## src/rtl/mem_byte_ctrl_pkg.sv

```systemverilog
// Shared types and helpers for the byte-serial memory bus initiator.
// Holds state encoding, access size codes and load extension.
package mem_byte_ctrl_pkg;

    typedef enum logic [1:0] {
        StIdle,
        StIfRd,
        StLsRd,
        StLsWr
    } state_e;

    localparam logic [1:0] SzB = 2'd0;
    localparam logic [1:0] SzH = 2'd1;
    localparam logic [1:0] SzW = 2'd2;

    // Size code 3 is illegal and behaves as a word.
    function automatic logic [2:0] size_bytes(input logic [1:0] size);
        case (size)
            SzB:     return 3'd1;
            SzH:     return 3'd2;
            default: return 3'd4;
        endcase
    endfunction

    function automatic logic [31:0] load_ext(input logic [1:0] size, input logic sgn,
                                             input logic [31:0] word);
        case (size)
            SzB:     return {{24{sgn & word[7]}}, word[7:0]};
            SzH:     return {{16{sgn & word[15]}}, word[15:0]};
            default: return word;
        endcase
    endfunction

endpackage

```

## src/rtl/mem_byte_ctrl.sv

```systemverilog
// CPU-side initiator of the byte-serial memory bus: splits fetches and LSU accesses into
// per-byte RAM/IO cycles with stall handling for host ownership and a full UART buffer.
module mem_byte_ctrl
    import mem_byte_ctrl_pkg::*;
#(
    parameter int unsigned RAM_ADDR_WIDTH = 17
) (
    input  logic        clk_in,
    input  logic        rst_in,
    input  logic        rdy_in,
    input  logic [7:0]  mem_din,
    output logic [7:0]  mem_dout,
    output logic [31:0] mem_a,
    output logic        mem_wr,
    input  logic        io_buffer_full,
    input  logic        if_req,
    input  logic [31:0] if_addr,
    input  logic        if_cancel,
    output logic        if_done,
    output logic [31:0] if_data,
    input  logic        ls_req,
    input  logic        ls_we,
    input  logic [1:0]  ls_size,
    input  logic        ls_signed,
    input  logic [31:0] ls_addr,
    input  logic [31:0] ls_wdata,
    output logic        ls_done,
    output logic [31:0] ls_rdata,
    output logic        busy
);

    state_e      st_q, st_d;
    logic [31:0] addr_q, addr_d;
    logic [31:0] wdata_q, wdata_d;
    logic [31:0] asm_q, asm_d;
    logic [2:0]  n_q, n_d;
    logic [2:0]  issue_q, issue_d;
    logic [2:0]  cap_q, cap_d;
    logic [1:0]  size_q, size_d;
    logic        sgn_q, sgn_d;
    logic        fresh_q, fresh_d;
    logic        dvalid_q, dvalid_d;
    logic        rdy_q;
    logic [31:0] mem_a_q, mem_a_d;
    logic [7:0]  mem_dout_q, mem_dout_d;
    logic        mem_wr_q, mem_wr_d;
    logic        if_done_q, if_done_d;
    logic [31:0] if_data_q, if_data_d;
    logic        ls_done_q, ls_done_d;
    logic [31:0] ls_rdata_q, ls_rdata_d;

    logic        accept, run, resume, retire, finish, want, blocked, issue;
    state_e      new_st, op_st;
    logic [31:0] op_base, op_wdata, byte_addr, asm_nx;
    logic [2:0]  op_n, idx;
    logic [7:0]  wbyte;

    // Shared issue path: on acceptance the first byte goes out from the request itself.
    always_comb begin
        accept = (st_q == StIdle) && rdy_in && (ls_req || (if_req && !if_cancel));
        run    = (st_q != StIdle) && rdy_in;
        resume = run && !rdy_q;
        if (ls_req) begin
            new_st = ls_we ? StLsWr : StLsRd;
        end else begin
            new_st = StIfRd;
        end
        op_st    = accept ? new_st : st_q;
        op_base  = accept ? (ls_req ? ls_addr : if_addr) : addr_q;
        op_wdata = accept ? ls_wdata : wdata_q;
        op_n     = accept ? (ls_req ? size_bytes(ls_size) : 3'd4) : n_q;
        // After a host stall the bus pipeline is stale: restart from the oldest uncaptured byte.
        idx       = accept ? 3'd0 : (resume ? cap_q : issue_q);
        retire    = run && !resume && ((st_q == StLsWr) ? mem_wr_q : dvalid_q);
        finish    = retire && ((cap_q + 3'd1) == n_q);
        byte_addr = op_base + {29'd0, idx};
        wbyte     = 8'(op_wdata >> {idx[1:0], 3'b000});
        want      = (accept || run) && !finish && (idx < op_n);
        blocked   = (op_st == StLsWr) && io_buffer_full &&
                    (byte_addr[RAM_ADDR_WIDTH:RAM_ADDR_WIDTH-1] == 2'b11);
        issue     = want && !blocked;
        asm_nx    = asm_q;
        case (cap_q[1:0])
            2'd0:    asm_nx[7:0]   = mem_din;
            2'd1:    asm_nx[15:8]  = mem_din;
            2'd2:    asm_nx[23:16] = mem_din;
            default: asm_nx[31:24] = mem_din;
        endcase
    end

    always_comb begin
        st_d       = st_q;
        addr_d     = addr_q;
        wdata_d    = wdata_q;
        asm_d      = asm_q;
        n_d        = n_q;
        issue_d    = issue_q;
        cap_d      = cap_q;
        size_d     = size_q;
        sgn_d      = sgn_q;
        fresh_d    = fresh_q;
        dvalid_d   = dvalid_q;
        mem_a_d    = mem_a_q;
        mem_dout_d = mem_dout_q;
        mem_wr_d   = mem_wr_q;
        if_done_d  = 1'b0;
        if_data_d  = if_data_q;
        ls_done_d  = 1'b0;
        ls_rdata_d = ls_rdata_q;

        if (st_q == StIdle) begin
            mem_wr_d = 1'b0;
        end
        if (accept) begin
            st_d    = new_st;
            addr_d  = op_base;
            wdata_d = op_wdata;
            n_d     = op_n;
            size_d  = ls_size;
            sgn_d   = ls_signed;
            cap_d   = 3'd0;
            asm_d   = 32'd0;
        end
        if (accept || run) begin
            mem_wr_d = 1'b0;
            fresh_d  = 1'b0;
            dvalid_d = run && !resume && fresh_q;
            issue_d  = idx + {2'd0, issue};
            if (retire) begin
                cap_d = cap_q + 3'd1;
                asm_d = asm_nx;
            end
            if (issue) begin
                mem_a_d = byte_addr;
                if (op_st == StLsWr) begin
                    mem_dout_d = wbyte;
                    mem_wr_d   = 1'b1;
                end else begin
                    fresh_d = 1'b1;
                end
            end
            if (finish) begin
                st_d = StIdle;
                case (st_q)
                    StIfRd: begin
                        if_done_d = 1'b1;
                        if_data_d = asm_nx;
                    end
                    StLsRd: begin
                        ls_done_d  = 1'b1;
                        ls_rdata_d = load_ext(size_q, sgn_q, asm_nx);
                    end
                    default: begin
                        ls_done_d  = 1'b1;
                        ls_rdata_d = 32'd0;
                    end
                endcase
            end
        end
        // A cancelled fetch leaves the address bus untouched so no new location is read.
        if ((st_q == StIfRd) && if_cancel) begin
            st_d      = StIdle;
            mem_a_d   = mem_a_q;
            fresh_d   = 1'b0;
            dvalid_d  = 1'b0;
            mem_wr_d  = 1'b0;
            if_done_d = 1'b0;
        end
    end

    always_ff @(posedge clk_in) begin
        if (rst_in) begin
            st_q       <= StIdle;
            addr_q     <= 32'd0;
            wdata_q    <= 32'd0;
            asm_q      <= 32'd0;
            n_q        <= 3'd0;
            issue_q    <= 3'd0;
            cap_q      <= 3'd0;
            size_q     <= SzW;
            sgn_q      <= 1'b0;
            fresh_q    <= 1'b0;
            dvalid_q   <= 1'b0;
            rdy_q      <= 1'b1;
            mem_a_q    <= 32'd0;
            mem_dout_q <= 8'd0;
            mem_wr_q   <= 1'b0;
            if_done_q  <= 1'b0;
            if_data_q  <= 32'd0;
            ls_done_q  <= 1'b0;
            ls_rdata_q <= 32'd0;
        end else begin
            st_q       <= st_d;
            addr_q     <= addr_d;
            wdata_q    <= wdata_d;
            asm_q      <= asm_d;
            n_q        <= n_d;
            issue_q    <= issue_d;
            cap_q      <= cap_d;
            size_q     <= size_d;
            sgn_q      <= sgn_d;
            fresh_q    <= fresh_d;
            dvalid_q   <= dvalid_d;
            rdy_q      <= rdy_in;
            mem_a_q    <= mem_a_d;
            mem_dout_q <= mem_dout_d;
            mem_wr_q   <= mem_wr_d;
            if_done_q  <= if_done_d;
            if_data_q  <= if_data_d;
            ls_done_q  <= ls_done_d;
            ls_rdata_q <= ls_rdata_d;
        end
    end

    // While the host owns the bus no write strobe may escape, even one already registered.
    assign mem_wr   = mem_wr_q & rdy_in;
    assign mem_a    = mem_a_q;
    assign mem_dout = mem_dout_q;
    assign if_done  = if_done_q;
    assign if_data  = if_data_q;
    assign ls_done  = ls_done_q;
    assign ls_rdata = ls_rdata_q;
    assign busy     = (st_q != StIdle);

endmodule

```

## config.mk

```make
export PLATFORM = sky130hd
export DESIGN_NAME = mem_byte_ctrl
export DESIGN_NICKNAME = d
export VERILOG_FILES = /design/src/rtl/mem_byte_ctrl_pkg.sv /design/src/rtl/mem_byte_ctrl.sv
export SDC_FILE = /design/constraint.sdc
export NUM_CORES = 1
export LEC_CHECK = 0
export CAP_MARGIN = 15
export CORE_MARGIN = 3
export CORE_UTILIZATION = 46
export DETAILED_ROUTE_END_ITERATION = 10
export GPL_ROUTABILITY_DRIVEN = 0
export PLACE_DENSITY = 0.87
export RECOVER_POWER = 25
export SETUP_SLACK_MARGIN = 0.05
export SLEW_MARGIN = 10
export SYNTH_ARGS = -nofsm -noshare
export SYNTH_HDL_FRONTEND = slang
export SYNTH_SLANG_ARGS = --single-unit
```

## constraint.sdc

```tcl
create_clock -name clk_in -period 5.2 [get_ports clk_in]
set_clock_uncertainty 0.05 [all_clocks]
set_input_delay 0.78 -clock clk_in [delete_from_list [all_inputs] [get_ports clk_in]]
set_output_delay 0.78 -clock clk_in [all_outputs]
set_load 0.02 [all_outputs]
```

-- After elaboration in Yosys (flattened, before gate mapping)
Cells that the tools add are included.
- flip-flop bits (word level): 220
- input bits: 115
- output and inout bits: 108
- add/sub/neg operators: 3
- magnitude comparators: 1
- eq/ne operators: 10
- shift operators: 1
- mux-type cells: 34
- bitwise gates (word level): 7
- reduce and logical (&&, ||, !) cells: 36
- operators by type and width (cell ; count):
    2-to-1 mux 32 bit ; 6
    case mux 32 bit (2 select lines) ; 2
    adder 32 x 3 -> 32 bit ; 1
    2-to-1 mux 8 bit ; 4
    right shift 32 x 5 -> 8 bit ; 1
    2-to-1 mux 3 bit ; 7
    logical AND 1 bit ; 15
    AND reduction 3 bit ; 4
    == test 2 bit (second input constant) ; 5
    2-to-1 mux 1 bit ; 10
    == test 2 x 1 -> 1 bit (second input constant) ; 4
    zero test 2 bit ; 4
    2-to-1 mux 2 bit ; 4
    case mux 3 bit (2 select lines) ; 1
    OR reduction 3 bit ; 2
    zero test 1 bit ; 5
    inverter 1 bit ; 4
    nonzero test 2 bit ; 2
    OR reduction 4 bit ; 1
    adder 3 x 1 -> 3 bit ; 1
    adder 3 x 1 -> 3 bit (second input constant) ; 1
    AND 1 bit ; 3
    == test 3 bit ; 1
    < comparator 3 bit ; 1
    2 further kinds ; 3

-- Logic depth before layout (Yosys ltp)
Gate-level depths: netlist of run 1.
- depth after elaboration: 13
- depth in mapped cells: 24
- mapped depth without buffers: 18

-- Least setup slack after synthesis of run 1
OpenSTA, ideal clock, no wires.
- path kind: in2reg
- start point: in if_req
- end point: reg issue_q[2]
- arrival time: 5236 ps
- data required time: 5064 ps
- slack: -172 ps
- stages: 23
- path buffers: 5
- path through: nor2b_1 o21ai_2 clkbuf_1 clkbuf_1 buf_1 clkbuf_1 nand2_1 o21ai_0 ha_1 inv_1 fa_1 inv_1 a21o_1 o211ai_1 nor4_1 xor2_1 a211oi_2 buf_2 nor2_1 ha_1 ha_1 xnor2_1 a211oi_1
- cells in the longest elaborated chain, start to end: 10
- ends and longest elaborated chain (what ; line ; source):
    start: declaration ; mem_byte_ctrl.sv:16 ; input logic if_req,
    logical AND 1 bit ; mem_byte_ctrl.sv:60 ; accept = (st_q == StIdle) && rdy_in && (ls_req || (if_req && !if_cancel));
    logical OR 1 bit ; mem_byte_ctrl.sv:60 ;
    logical AND 1 bit ; mem_byte_ctrl.sv:60 ;
    2-to-1 mux 32 bit ; mem_byte_ctrl.sv:69 ; op_base = accept ? (ls_req ? ls_addr : if_addr) : addr_q;
    named net op_base[0] ; mem_byte_ctrl.sv:54 ; logic [31:0] op_base, op_wdata, byte_addr, asm_nx;
    adder 32 x 3 -> 32 bit ; mem_byte_ctrl.sv:76 ; byte_addr = op_base + {29'd0, idx};
    == test 2 bit ; mem_byte_ctrl.sv:80 ; (byte_addr[RAM_ADDR_WIDTH:RAM_ADDR_WIDTH-1] == 2'b11);
    logical AND 1 bit ; mem_byte_ctrl.sv:79 ; blocked = (op_st == StLsWr) && io_buffer_full &&
    zero test 1 bit ; mem_byte_ctrl.sv:81 ; issue = want && !blocked;
    logical AND 1 bit ; mem_byte_ctrl.sv:81 ;
    adder 3 x 1 -> 3 bit ; mem_byte_ctrl.sv:128 ; issue_d = idx + {2'd0, issue};
    end signal: assignment ; mem_byte_ctrl.sv:198 ; issue_q <= issue_d;
    end: declaration ; mem_byte_ctrl.sv:37 ; logic [2:0] issue_q, issue_d;
The timed path passes the listed nets, and every way through them passes these cells.
A chain may end at the register's enable or synchronous reset.

-- Worst setup path after layout of run 1
- start point: in rdy_in
- end point: reg issue_q[2]
- RTL lines (what ; line ; source):
    start: declaration ; mem_byte_ctrl.sv:10 ; input logic rdy_in,
    logical AND 1 bit (2 in a row) ; mem_byte_ctrl.sv:60 ;
    2-to-1 mux 32 bit ; mem_byte_ctrl.sv:69 ;
    named net op_base[0] ; mem_byte_ctrl.sv:54 ;
    adder 32 x 3 -> 32 bit ; mem_byte_ctrl.sv:76 ;
    == test 2 bit ; mem_byte_ctrl.sv:80 ;
    logical AND 1 bit ; mem_byte_ctrl.sv:79 ;
    zero test 1 bit ; mem_byte_ctrl.sv:81 ;
    logical AND 1 bit ; mem_byte_ctrl.sv:81 ;
    adder 3 x 1 -> 3 bit ; mem_byte_ctrl.sv:128 ;
The timed path passes the listed nets, and every way through them passes these cells.

==> flow_metrics.tcl, run 1 <==
set metrics [dict create \
    hpwl_microns 20900 \
    drtAntennaViolNets 0 \
    yosys_warnings 0 \
    rsz0062_at_grt "false" \
    critical_path_arrival_ns 4.88 \
    place_area_sq_um 12500 \
    design.die.area_sq_um 23900 \
    avgSynthCellArea_sq_um 8.29 \
    worstMarginPinSlew_ns 2.66 \
    hold_class "reg -> reg" \
    clock.fmax_mhz 220 \
    critPathLaunchType "primary input" \
    grt_pass1_wl_microns 46500 \
    grt_overflow 0 \
    crit_fanout 8 \
    grt_pass1_vias 9057 \
    drc 0 \
    area.growth.synth_to_final_pct 31.3 \
    synth_commonest_cells "220 x dfxtp_1, 181 x nor2_1, 152 x nand2_1, 140 x a21oi_1, 78 x mux2i_1" \
    io_pins 223 \
    cap_violations 2 \
    start_util 0.477 \
    synth_area_leader_cell "dfxtp_1" \
    critPathRequiredTime_ns 5.54 \
    violations "capacitance limit, slew limit" \
    syn_area_sq_um 10200 \
    antenna_found_initial 0 \
    async_reset_ff_frac 0 \
    timing.hold.ws_ns 0.402 \
    die_h_microns 155 \
    port_buffers 222 \
    critPathKind "in -> reg" \
    core_area_sq_um 21400 \
    synth_area_leaders "dfxtp_1 43%, mux2i_1 7.7%, a21oi_1 6.9%" \
    ys_types 59 \
    num_vias 9769 \
    fin_nets 1528 \
    cts.repair.resized 0 \
    fin_area_sq_um 13400 \
    yosysMostFrequentCell "dfxtp_1" \
    post-route-period-util 0.874 \
    clk_pin_slew_ns 0.06 \
    insertion_delay_ns 0.51 \
    hold_viol_final 0 \
    drv_slew 201 \
    irDropWorstVdd_v 0.000193 \
    min_period_ns 4.54 \
    ys.flop_type "dfxtp_1" \
    status "complete, but fails checks" \
    track_usage 0.232 \
    die_x_microns 155 \
    synth_top_area_share 0.433 \
    drt_wl_total_microns 29400 \
    grt_start_max_net_pins 125 \
    num_rows 53 \
    routedWlPerCell_microns 17.4 \
    reg2reg_slack_ns 1.11 \
    clk_path_buf_depth 3 \
    dr.pass1.iters 5 \
    fin_setup_tns_ns 0 \
    cts_hold_buf 0 \
    relSlewSlack -0.775 \
    worstSetupEndpointType "flop" \
    tritoncts "done" \
    power.density_nw_per_um2 316 \
    total_leakage_power_uw 0.00496 \
    synth_edf_count 0 \
    ys_seq_elements 220 \
    yosysSeqAreaShare 0.433 \
    setup_viol 0 \
    syn_inst 1227 \
    cts_root_buf "clkbuf_16" \
    viasPerCell 5.77 \
    cts_setup_buffers 0 \
    drt_iter0_markers 852 \
    syn_nets 1354 \
    drive_gt1_frac 0.0621 \
    cts_sinks 220 \
    cts_buffers 23 \
    htree_num_levels 1 \
]
layout by cell type, fill, tap and decap left out, drive strengths merged, types with 3 or more instances in the layout:
cell type,n
a21oi,141
a22o,8
and3b,3
nand4b,3
mux2i,78
nand4,6
dfxtp,220
buf,21
nand2b,3
xnor2,14
clkbuf,37
nor2b,10
a31oi,28
nor3,23
inv,9
nand3b,6
and3,7
a21o,4
bufinv,4
dlygate4sd3,53
o21ai,35
nor2,181
a22oi,10
ha,11
a211oi,62
clkdlybuf4s50,167
nor4,7
nand2,152
a32oi,5
o221ai,9
and2,10
mux2,5
xor2,20
nand3,40
final timing paths:
check                                 start                   endpoint  depth (start not counted)
hold / removal    ls_rdata[17]$_SDFFE_PP0P_  ls_rdata[17]$_SDFFE_PP0P_                          2
setup reg to reg         st_q[1]$_SDFF_PP0_    issue_q[2]$_SDFFE_PP0N_                         17
hold reg to reg   ls_rdata[17]$_SDFFE_PP0P_  ls_rdata[17]$_SDFFE_PP0P_                          2
setup / recovery                     rdy_in    issue_q[2]$_SDFFE_PP0N_                         18
metal layers:
| layer | GRT usage | vias to the layer above | wire, microns |
|---|---|---|---|
| met5 | 0 | - | 0 |
| met4 | 0.0694 | 0 | 859 |
| met3 | 0.0434 | 65 | 2310 |
| met2 | 0.382 | 444 | 14000 |
| met1 | 0.311 | 4568 | 12200 |
| li1 | - | 4692 | - |
through the flow:
| stage | total power (uW) | utilization | setup WS (ns) | std cells |
|---|---|---|---|---|
| after detailed placement | 2500 | 0.587 | 0.221 | 1650 |
| after global routing | 4380 | 0.625 | 0.386 | 1693 |
| after CTS | 4250 | 0.625 | 0.719 | 1692 |
| after floorplan | 2230 | - | 0.0505 | 1227 |
| final | 4230 | 0.626 | 0.656 | 1694 |
| after global placement | 2480 | 0.587 | 0.440 | 1650 |
state kept, by name, indices dropped and copies added, names as in the netlist:
register  flops
mem_wr_q      1
if_done       1
n_q           3
st_q          2
size_q        2
fresh_q       1
dvalid_q      1
mem_dout      8
mem_a        32
addr_q       32
cap_q         3
sgn_q         1
issue_q       3
rdy_q         1
ls_done       1
asm_q        32
ls_rdata     32
wdata_q      32
if_data      32
kinds of logic (layout without fill, tap and decap cells):
family                     count (synthesis)  count (layout)  share of synthesized area
AOI/OAI and AO/OA                        319             319                      0.198
xor gates and xnor gates                  34              34                     0.0293
adders and majority gates                 12              12                     0.0155
buffers and inverters                    102             293                     0.0420
DFF                                      220             220                      0.433
muxes                                     84              84                     0.0848
other                                      0               1                          0
and+or+nand+nor                          456             456                      0.197
cell type report:
class                   instances  area [sq um]
diodes                          1          2.50
clock buffers                  35           681
clock inverters                 7           139
fillers                      1771          8000
inverters                       8          30.0
multi-input cells             905          5370
flip-flops and latches        220          4400
well taps                     275           344
repair buffers                243          2390
where the power goes:
part	total (uW)	leakage [uW]	internal (uW)	switching, uW
Combinational	654	0.00277	283	371
Sequential	1820	0.00178	1760	52.8
Clock	1760	0.000403	1100	656
Total	4230	0.00496	3150	1080
worst max-delay path: stages:
cell and delay (ns):
clkdlybuf4s50_1 0.59, nor3b_4 0.40, o21ai_4 0.15, o21ai_0 0.26, ha_1 0.21, inv_1 0.06
fa_1 0.39, inv_1 0.10, a21o_1 0.13, o211ai_1 0.12, nor4_1 0.40, xor2_1 0.19
a211oi_2 0.29, nor2_1 0.07, ha_1 0.19, ha_1 0.19, xnor2_1 0.12, a211oi_1 0.23
Power figures use the tool's default switching activity.
==> run 2, diff against run 1 <==
Settings changed: ABC_AREA set to 0, CTS_CLUSTER_DIAMETER set to 200.
==> results of run 2 <==
Same layout as run 1: the final DEF is identical, and so are final timing and power.
